File: config.mk
export PLATFORM = sky130hd
export DESIGN_NAME = spwm_capture
export DESIGN_NICKNAME = d
export VERILOG_FILES = /design/src/rtl/spwm_capture.sv
export SDC_FILE = /design/constraint.sdc
export NUM_CORES = 1
export LEC_CHECK = 0
export ABC_AREA = 1
export BUFFER_PORTS_ARGS = -buffer_cell sky130_fd_sc_hd__buf_2
export CAP_MARGIN = 20
export CORE_UTILIZATION = 59
export DETAILED_ROUTE_END_ITERATION = 8
export GPL_TIMING_DRIVEN = 0
export PLACE_DENSITY = 0.8
export SLEW_MARGIN = 0
export SYNTH_ARGS = -nofsm -noshare
export SYNTH_HDL_FRONTEND = slang
export SYNTH_SLANG_ARGS = --single-unit
File: constraint.sdc
create_clock -name clk -period 2.5 [get_ports clk]
set_input_delay 0.25 -clock clk [delete_from_list [all_inputs] [get_ports clk]]
set_output_delay 0.25 -clock clk [all_outputs]
set_load 0.005 [all_outputs]
File: src/rtl/spwm_capture.sv
`default_nettype none
// ============================================================================
// Module      : spwm_capture
// Description : Measures an incoming sine-PWM waveform. Reports the high time
//               and rise-to-rise period of each completed PWM period, indexes
//               samples within a frame, and flags the long low gap that ends a
//               frame as well as an input stuck high.
// Revision    : 1.0 - initial release
// ============================================================================
module spwm_capture #(
    parameter int CNT_W       = 16,
    parameter int IDX_W       = 10,
    parameter int IDLE_CYCLES = 20000
) (
    input  logic             clk,
    input  logic             rst_n,
    input  logic             pwm_in,
    output logic [CNT_W-1:0] high_time,
    output logic [CNT_W-1:0] period_time,
    output logic [IDX_W-1:0] sample_idx,
    output logic             sample_valid,
    output logic             gap_det,
    output logic             err_stuck
);

    // Run-length counter is sized for the idle limit, independent of CNT_W,
    // so stuck/gap detection still works when the measurement counters saturate.
    localparam int RUN_W = $clog2(IDLE_CYCLES + 1);

    localparam logic [1:0]       c_st_idle = 2'd0;
    localparam logic [1:0]       c_st_high = 2'd1;
    localparam logic [1:0]       c_st_low  = 2'd2;
    localparam logic [CNT_W-1:0] c_cnt_max = '1;
    localparam logic [RUN_W-1:0] c_run_max = '1;
    localparam logic [RUN_W-1:0] c_run_lim = RUN_W'(IDLE_CYCLES);

    logic             r_s1, r_s2, r_s3;
    logic             w_rise, w_fall;
    logic [1:0]       r_state, w_state_next;

    logic [CNT_W-1:0] r_hi_cnt, w_hi_next, w_hi_inc;
    logic [CNT_W-1:0] r_per_cnt, w_per_next, w_per_inc;
    logic [RUN_W-1:0] r_run_cnt, w_run_next, w_run_inc;
    logic [IDX_W-1:0] r_idx, w_idx_next;

    logic             w_cap, w_gap, w_stuck;
    logic [CNT_W-1:0] r_high_time, r_period_time;
    logic [IDX_W-1:0] r_sample_idx;
    logic             r_sample_valid, r_gap_det, r_err_stuck;

    assign w_rise = r_s2 & ~r_s3;
    assign w_fall = ~r_s2 & r_s3;

    // Saturating increments: measurement counters never wrap.
    assign w_hi_inc  = (r_hi_cnt  == c_cnt_max) ? r_hi_cnt  : r_hi_cnt  + CNT_W'(1);
    assign w_per_inc = (r_per_cnt == c_cnt_max) ? r_per_cnt : r_per_cnt + CNT_W'(1);
    assign w_run_inc = (r_run_cnt == c_run_max) ? r_run_cnt : r_run_cnt + RUN_W'(1);

    // Two-flop synchronizer plus a delay flop for edge detection.
    always_ff @(posedge clk) begin
        if (!rst_n) begin
            r_s1 <= 1'b0;
            r_s2 <= 1'b0;
            r_s3 <= 1'b0;
        end else begin
            r_s1 <= pwm_in;
            r_s2 <= r_s1;
            r_s3 <= r_s2;
        end
    end

    // State register.
    always_ff @(posedge clk) begin
        if (!rst_n) begin
            r_state <= c_st_idle;
        end else begin
            r_state <= w_state_next;
        end
    end

    // Next-state decode: a rise always wins over an expiring low run.
    always_comb begin
        w_state_next = r_state;
        case (r_state)
            c_st_idle: begin
                if (w_rise) begin
                    w_state_next = c_st_high;
                end
            end
            c_st_high: begin
                if (w_fall) begin
                    w_state_next = c_st_low;
                end else if (r_s2 && (w_run_inc == c_run_lim)) begin
                    w_state_next = c_st_idle;
                end
            end
            c_st_low: begin
                if (w_rise) begin
                    w_state_next = c_st_high;
                end else if (w_run_inc == c_run_lim) begin
                    w_state_next = c_st_idle;
                end
            end
            default: begin
                w_state_next = c_st_idle;
            end
        endcase
    end

    // Counter updates and strobe requests for the current state.
    always_comb begin
        w_hi_next  = r_hi_cnt;
        w_per_next = r_per_cnt;
        w_run_next = r_run_cnt;
        w_idx_next = r_idx;
        w_cap      = 1'b0;
        w_gap      = 1'b0;
        w_stuck    = 1'b0;
        case (r_state)
            c_st_idle: begin
                // First rise of a frame opens a period but has nothing to report.
                if (w_rise) begin
                    w_hi_next  = CNT_W'(1);
                    w_per_next = CNT_W'(1);
                    w_run_next = RUN_W'(1);
                    w_idx_next = '0;
                end
            end
            c_st_high: begin
                if (w_fall) begin
                    w_per_next = w_per_inc;
                    w_run_next = '0;
                end else if (r_s2) begin
                    if (w_run_inc == c_run_lim) begin
                        w_stuck = 1'b1;
                    end else begin
                        w_hi_next  = w_hi_inc;
                        w_per_next = w_per_inc;
                        w_run_next = w_run_inc;
                    end
                end
            end
            c_st_low: begin
                if (w_rise) begin
                    w_cap      = 1'b1;
                    w_idx_next = r_idx + IDX_W'(1);
                    w_hi_next  = CNT_W'(1);
                    w_per_next = CNT_W'(1);
                    w_run_next = RUN_W'(1);
                end else if (w_run_inc == c_run_lim) begin
                    w_gap      = 1'b1;
                    w_idx_next = '0;
                end else begin
                    w_per_next = w_per_inc;
                    w_run_next = w_run_inc;
                end
            end
            default: begin
                w_hi_next = r_hi_cnt;
            end
        endcase
    end

    // Measurement counters and registered outputs; results hold between strobes.
    always_ff @(posedge clk) begin
        if (!rst_n) begin
            r_hi_cnt       <= '0;
            r_per_cnt      <= '0;
            r_run_cnt      <= '0;
            r_idx          <= '0;
            r_high_time    <= '0;
            r_period_time  <= '0;
            r_sample_idx   <= '0;
            r_sample_valid <= 1'b0;
            r_gap_det      <= 1'b0;
            r_err_stuck    <= 1'b0;
        end else begin
            r_hi_cnt       <= w_hi_next;
            r_per_cnt      <= w_per_next;
            r_run_cnt      <= w_run_next;
            r_idx          <= w_idx_next;
            r_sample_valid <= w_cap;
            r_gap_det      <= w_gap;
            r_err_stuck    <= w_stuck;
            if (w_cap) begin
                r_high_time   <= r_hi_cnt;
                r_period_time <= r_per_cnt;
                r_sample_idx  <= r_idx;
            end
        end
    end

    assign high_time    = r_high_time;
    assign period_time  = r_period_time;
    assign sample_idx   = r_sample_idx;
    assign sample_valid = r_sample_valid;
    assign gap_det      = r_gap_det;
    assign err_stuck    = r_err_stuck;

endmodule
`default_nettype wire
Yosys cells after proc, flatten, opt, wreduce, memory -nomap -nowiden
Index checks and enable logic that the tools add are counted.

Reduce and logical (&&, ||, !) cells: 12. Bitwise operators: 7. Add/subtract/negate cells: 4. Equality and inequality tests: 15. Mux-type cells: 32.

Operators by type and width (count): 16-bit 2-to-1 mux (10); 15-bit 2-to-1 mux (6); 16-bit case mux with 3 select lines (1); 15-bit case mux with 3 select lines (1); 16-bit by 1-bit adder with 16-bit output (second input constant) (2); 16-bit == test (second input constant) (2); 16-bit case mux with 2 select lines (1); 15-bit == test (second input constant) (2); 10-bit 2-to-1 mux (3); 10-bit case mux with 2 select lines (1); 15-bit by 1-bit adder with 15-bit output (second input constant) (1); 10-bit by 1-bit adder with 10-bit output (second input constant) (1); 2-bit 2-to-1 mux (5); 2-bit inequality test (second input constant) (5); 3-bit inequality test (second input constant) (3); 3-bit AND reduction (3); 2-bit case mux with 3 select lines (1); 6-bit AND reduction (1); 1-bit NOT (5); 2-bit nonzero test (2); 4-bit OR reduction (1); 1-bit 2-to-1 mux (3); 3-bit nonzero test (1); 3-bit OR reduction (1); 7 further kinds (8).

Output and inout port bits: 45. Logic and storage cells: 84. Flip-flop bits (word level): 107.

Logic depth before layout (Yosys ltp)
Word-level depth: 7. Gate-level depth with buffers: 19. Gate-level depth less buffers: 19.

Least setup slack after synthesis
OpenSTA, ideal clock, no wires.

Path type: register to register. From: register r_run_cnt[0]. To: register r_idx[1]. Data arrival time: 2.191 ns. Data required time: 2.366 ns. Slack: 0.175 ns. Buffers on the path: 0. Library setup time: 0.134 ns. Clock period less this slack: 2.325 ns. Cell stages (with the launch flop): 17. Cell sequence: dfxtp_1 ha_1 nand2_2 nor2_4 nand2_4 nor2_8 nand2_2 nand2_2 inv_2 nor2_2 nand3_2 nor2_4 nand2_4 nand2_1 nand3_2 a22oi_1 nor2_1.

Longest elaborated chain between the ends: 5. Elaborated cells on any way between the ends: 6.

Ends and longest elaborated chain: from (decl) (RTL line 43) `logic [RUN_W-1:0] r_run_cnt, w_run_next, w_run_inc;`; from (signal assigned) (RTL line 180) `r_run_cnt <= w_run_next;`; 15-bit by 1-bit adder with 15-bit output or 15-bit == test (tied branches) (RTL line 57) `assign w_run_inc = (r_run_cnt == c_run_max) ? r_run_cnt : r_run_cnt + RUN_W'(1);`; 15-bit 2-to-1 mux * (RTL line 57); 15-bit == test * (RTL line 150) `end else if (w_run_inc == c_run_lim) begin`; 3-bit inequality test (no source line) *; 3-bit AND reduction (no source line) *; to (signal assigned) (RTL line 181) `r_idx <= w_idx_next;`; to (decl) (RTL line 44) `logic [IDX_W-1:0] r_idx, w_idx_next;`.

Mark *: on every way between the ends. The rest lies on a longest branch, timed or not. A chain may end at the register's enable or synchronous reset.

Worst setup path after layout
From: register r_run_cnt[1]. To: register r_hi_cnt[9].

Longest elaborated chain between the ends: 5. Elaborated cells on any way between the ends: 6.

Ends and longest elaborated chain: 15-bit by 1-bit adder with 15-bit output or 15-bit == test (tied branches) (RTL line 57); 15-bit 2-to-1 mux * (RTL line 57); 15-bit == test * (RTL line 134) `if (w_run_inc == c_run_lim) begin`; 2-bit inequality test (no source line) *; 6-bit AND reduction (no source line) *; to (signal assigned) (RTL line 178) `r_hi_cnt <= w_hi_next;`; to (decl) (RTL line 41) `logic [CNT_W-1:0] r_hi_cnt, w_hi_next, w_hi_inc;`.

Marks and branches as above.

==> metrics.yaml <==
worstHoldPathType: "in -> reg"
criticalPathCategory: "reg -> reg"
async_flop_share_pct: 0
synth.yosys.seq_area_share_pct: 36.3
grt_pass1_vias: 5559
yosysMostFrequentCell: "nand2_1"
dominantRegCellSynth: "dfxtp_1"
synth_top_area_share_pct: 36.3
fillers: 862
rr_worst_depth: 16
path_cells: "ha_4, nand2_2, nor2_4, buf_4, nand3_1, o21bai_1, nand2_2, nand3_2, nor2_4, nand2_4, nand2_2, nand2_4, nand2_8, clkbuf_16, nand2_2, a21oi_2"
syn2layout_area_growth_pct: 16.9
fin_nets: 986
setup-violations-final: 0
critPathCaptureType: "flop"
syn_avg_cell_area_sq_um: 6.60
overflow: 0
diodes: 0
seqCellArea_sq_um: 2160
post-route-period-util_pct: 97.3
yosys_warnings: 0
holdWs_ps: 48.0
hold_violations: 0
worst_path_most_repeated_cell: "nand2_2"
synthTopCellsByCount: "nand2_1, nor2_1, dfxtp_1, inv_1, a21oi_1"
startpoint_type: "flop"
worst_pin_slew_ps: 749
syn_area_sq_um: 5910
slowest_delay_ps: 390
fmax_ghz: 0.411
io_buffers: 47
vias: 6237
gp_routability_congestion: 0.944
crit_arrival_ps: 2690
hold_buffers: 0
synth_seq_cells: 107
fp.dieH_um: 102
viasPerCell: 5.60
min_period_ps: 2430
ioPinCount: 48
multi_input_area_sq_um: 3430
maxCapViolCount: 0
skew_ps: 9.60
synth.largest_area_cell: "dfxtp_1"
drv_slew: 0
grt_usage_pct: 32.4
cts_buffers: 9
total_power_mw: 4.38
route.detailed.drc: 0
core_region_area_sq_um: 9730
clk_path_buf_depth: 2
cts.htree.levels: 3
min_to: "r_s1"
dieArea_sq_um: 10400
status: "completed"
peakVddDrop_mv: 0.521
drive_gt1_share_pct: 18.9
drt_iter0_drc: 456
wl_per_cell_um: 14.7
dieWidth_um: 102
ff2ff_setup_slack_ps: 70
insertion_delay_ps: 400
hp-start: "pwm_in"
fp-row-count: 36
synth.area.top_cells: "dfxtp_1, nand2_1, nor2_1"
synth-edff-count: 0
start_util_pct: 60.7
wl_um: 16400
clock_sinks: 107
post_synth_num_cell_types: 37
cpMaxStageDelayCell: "dfxtp_4"
clk_pin_slew_ps: 100
cts_tree: "yes"
timing.rr.end: "r_hi_cnt[9]"
drtAntennaViolNets: 0
power.density_nw_per_um2: 634
firstDrtPassIters: 5
hold_depth: 3
syn_inst: 895
p_leak_nw: 2.92
root_buffer: "clkbuf_8"
grt_antenna_before_repair: 0
maxSlewHeadroom_pct: 49.7
grt_first_pass_wirelength_um: 26500
crit_fanout: 9
synth_fp_nets: 906
hpwlAfterDp_um: 11600
required_ps: 2760
grt_max_degree: 19
rr_startpoint: "r_run_cnt[1]"
[per-stage QoR]
| stage | area [sq um] | util, % | instances | worst slack (ps) | setup TNS, ps |
|---|---|---|---|---|---|
| 2_1_floorplan | 5910 | - | 895 | 175 | 0 |
| 3_3_place_gp | 6310 | 64.9 | 1075 | -416 | -16980 |
| 3_5_place_dp | 6310 | 64.9 | 1075 | -434 | -19020 |
| 4_1_cts | 6680 | 68.6 | 1100 | 0.961 | 0 |
| 5_1_grt | 6910 | 71.0 | 1113 | -36.7 | -273 |
| 6_report | 6910 | 71.0 | 1113 | 68.2 | 0 |
[repair_timing]
action | in CTS | in global routing
gates cloned | 0 | 1
pin swaps | 6 | 11
setup endpoints to repair | 86 | 66
setup buffers | 10 | 12
gates resized for setup | 22 | 43
[sequential cells by signal (all words and copies together) (netlist names)]
signal	count
err_stuck	1
gap_det	1
high_time	16
period_time	16
r_hi_cnt	16
r_idx	10
r_per_cnt	16
r_run_cnt	15
r_s1	1
r_s2	1
r_s3	1
r_state	2
sample_idx	10
sample_valid	1
[kinds of logic (layout without fill, tap and decap cells)]
logic type / after synthesis / count (layout) / synth area share [%]
AOI/OAI and AO/OA: 167 / 167 / 15.2
xor gates and xnor gates: 18 / 18 / 2.67
adders and majority gates: 8 / 8 / 1.69
buffers and inverters: 125 / 210 / 8.30
DFF: 107 / 107 / 36.3
and+or+nand+nor: 470 / 470 / 35.9
[per-layer routing]
| layer | wire length (um) | part of all wire, % | up-vias | GRT usage [%] |
|---|---|---|---|---|
| met5 | 0 | 0 | - | 0 |
| met4 | 454 | 2.8 | 0 | 13.3 |
| met3 | 1450 | 8.8 | 44 | 7.18 |
| met2 | 7780 | 47 | 309 | 53.3 |
| met1 | 6720 | 41 | 2786 | 41.2 |
| li1 | - | - | 3098 | - |
[cells in the final DEF, fill, tap and decap left out, types with 4 or more instances in the layout]
cell / netlist / routed
nor2_4: 3 / 8
nand2_2: 15 / 21
nand3b_1: 4 / 4
inv_1: 88 / 87
nor2_2: 8 / 12
nand2_1: 197 / 191
clkbuf_2: 0 / 5
clkbuf_1: 25 / 20
nor2_1: 109 / 100
nand3_1: 69 / 65
inv_2: 3 / 4
clkbuf_8: 0 / 10
xnor2_1: 5 / 5
a21oi_2: 10 / 11
xor2_1: 13 / 13
a21oi_1: 80 / 79
or2_2: 4 / 4
buf_4: 1 / 21
nor3_1: 25 / 22
buf_2: 5 / 51
nor4_1: 4 / 4
dfxtp_2: 0 / 6
nand4_1: 25 / 25
ha_1: 8 / 5
o21ai_1: 3 / 5
o21ai_0: 63 / 60
dfxtp_1: 107 / 99
[worst max-delay path, delay by kind of cell, from the launching register on]
family / cells / cell delay (ps)
flops: 1 / 390
fa+ha+maj: 1 / 160
simple gates: 11 / 1090
buf+inv: 2 / 350
compound gates: 2 / 290
[how the worst max path moves through the flow]
stage,from,endpoint,slack (ps),cells past startpoint
floorplan,r_run_cnt[0],r_idx[1],180,16
global placement,r_state[1],r_per_cnt[13],-420,11
detailed placement,r_state[1],r_per_cnt[13],-430,11
CTS,r_run_cnt[1],r_idx[1],1,15
global route,r_run_cnt[13],r_hi_cnt[10],-40,17
finish,r_run_cnt[1],r_hi_cnt[9],70,16
[area by class of cell]
cell class              count  area share (%)
plain buffers              32            2.35
inverters                  92            5.02
repair buffers             70            6.34
flip-flops and latches    107            31.2
clock buffers              11            2.05
multi-input cells         663            49.6
clock inverters             5           0.978
well taps                 133            2.41
[report_power, final]
group / internal, mW / switching [mW]
Combinational: 0.465 / 0.924
Sequential: 1.78 / 0.0659
Clock: 0.509 / 0.641
Total: 2.75 / 1.63
No activity file was read; power rests on OpenSTA's default activity.
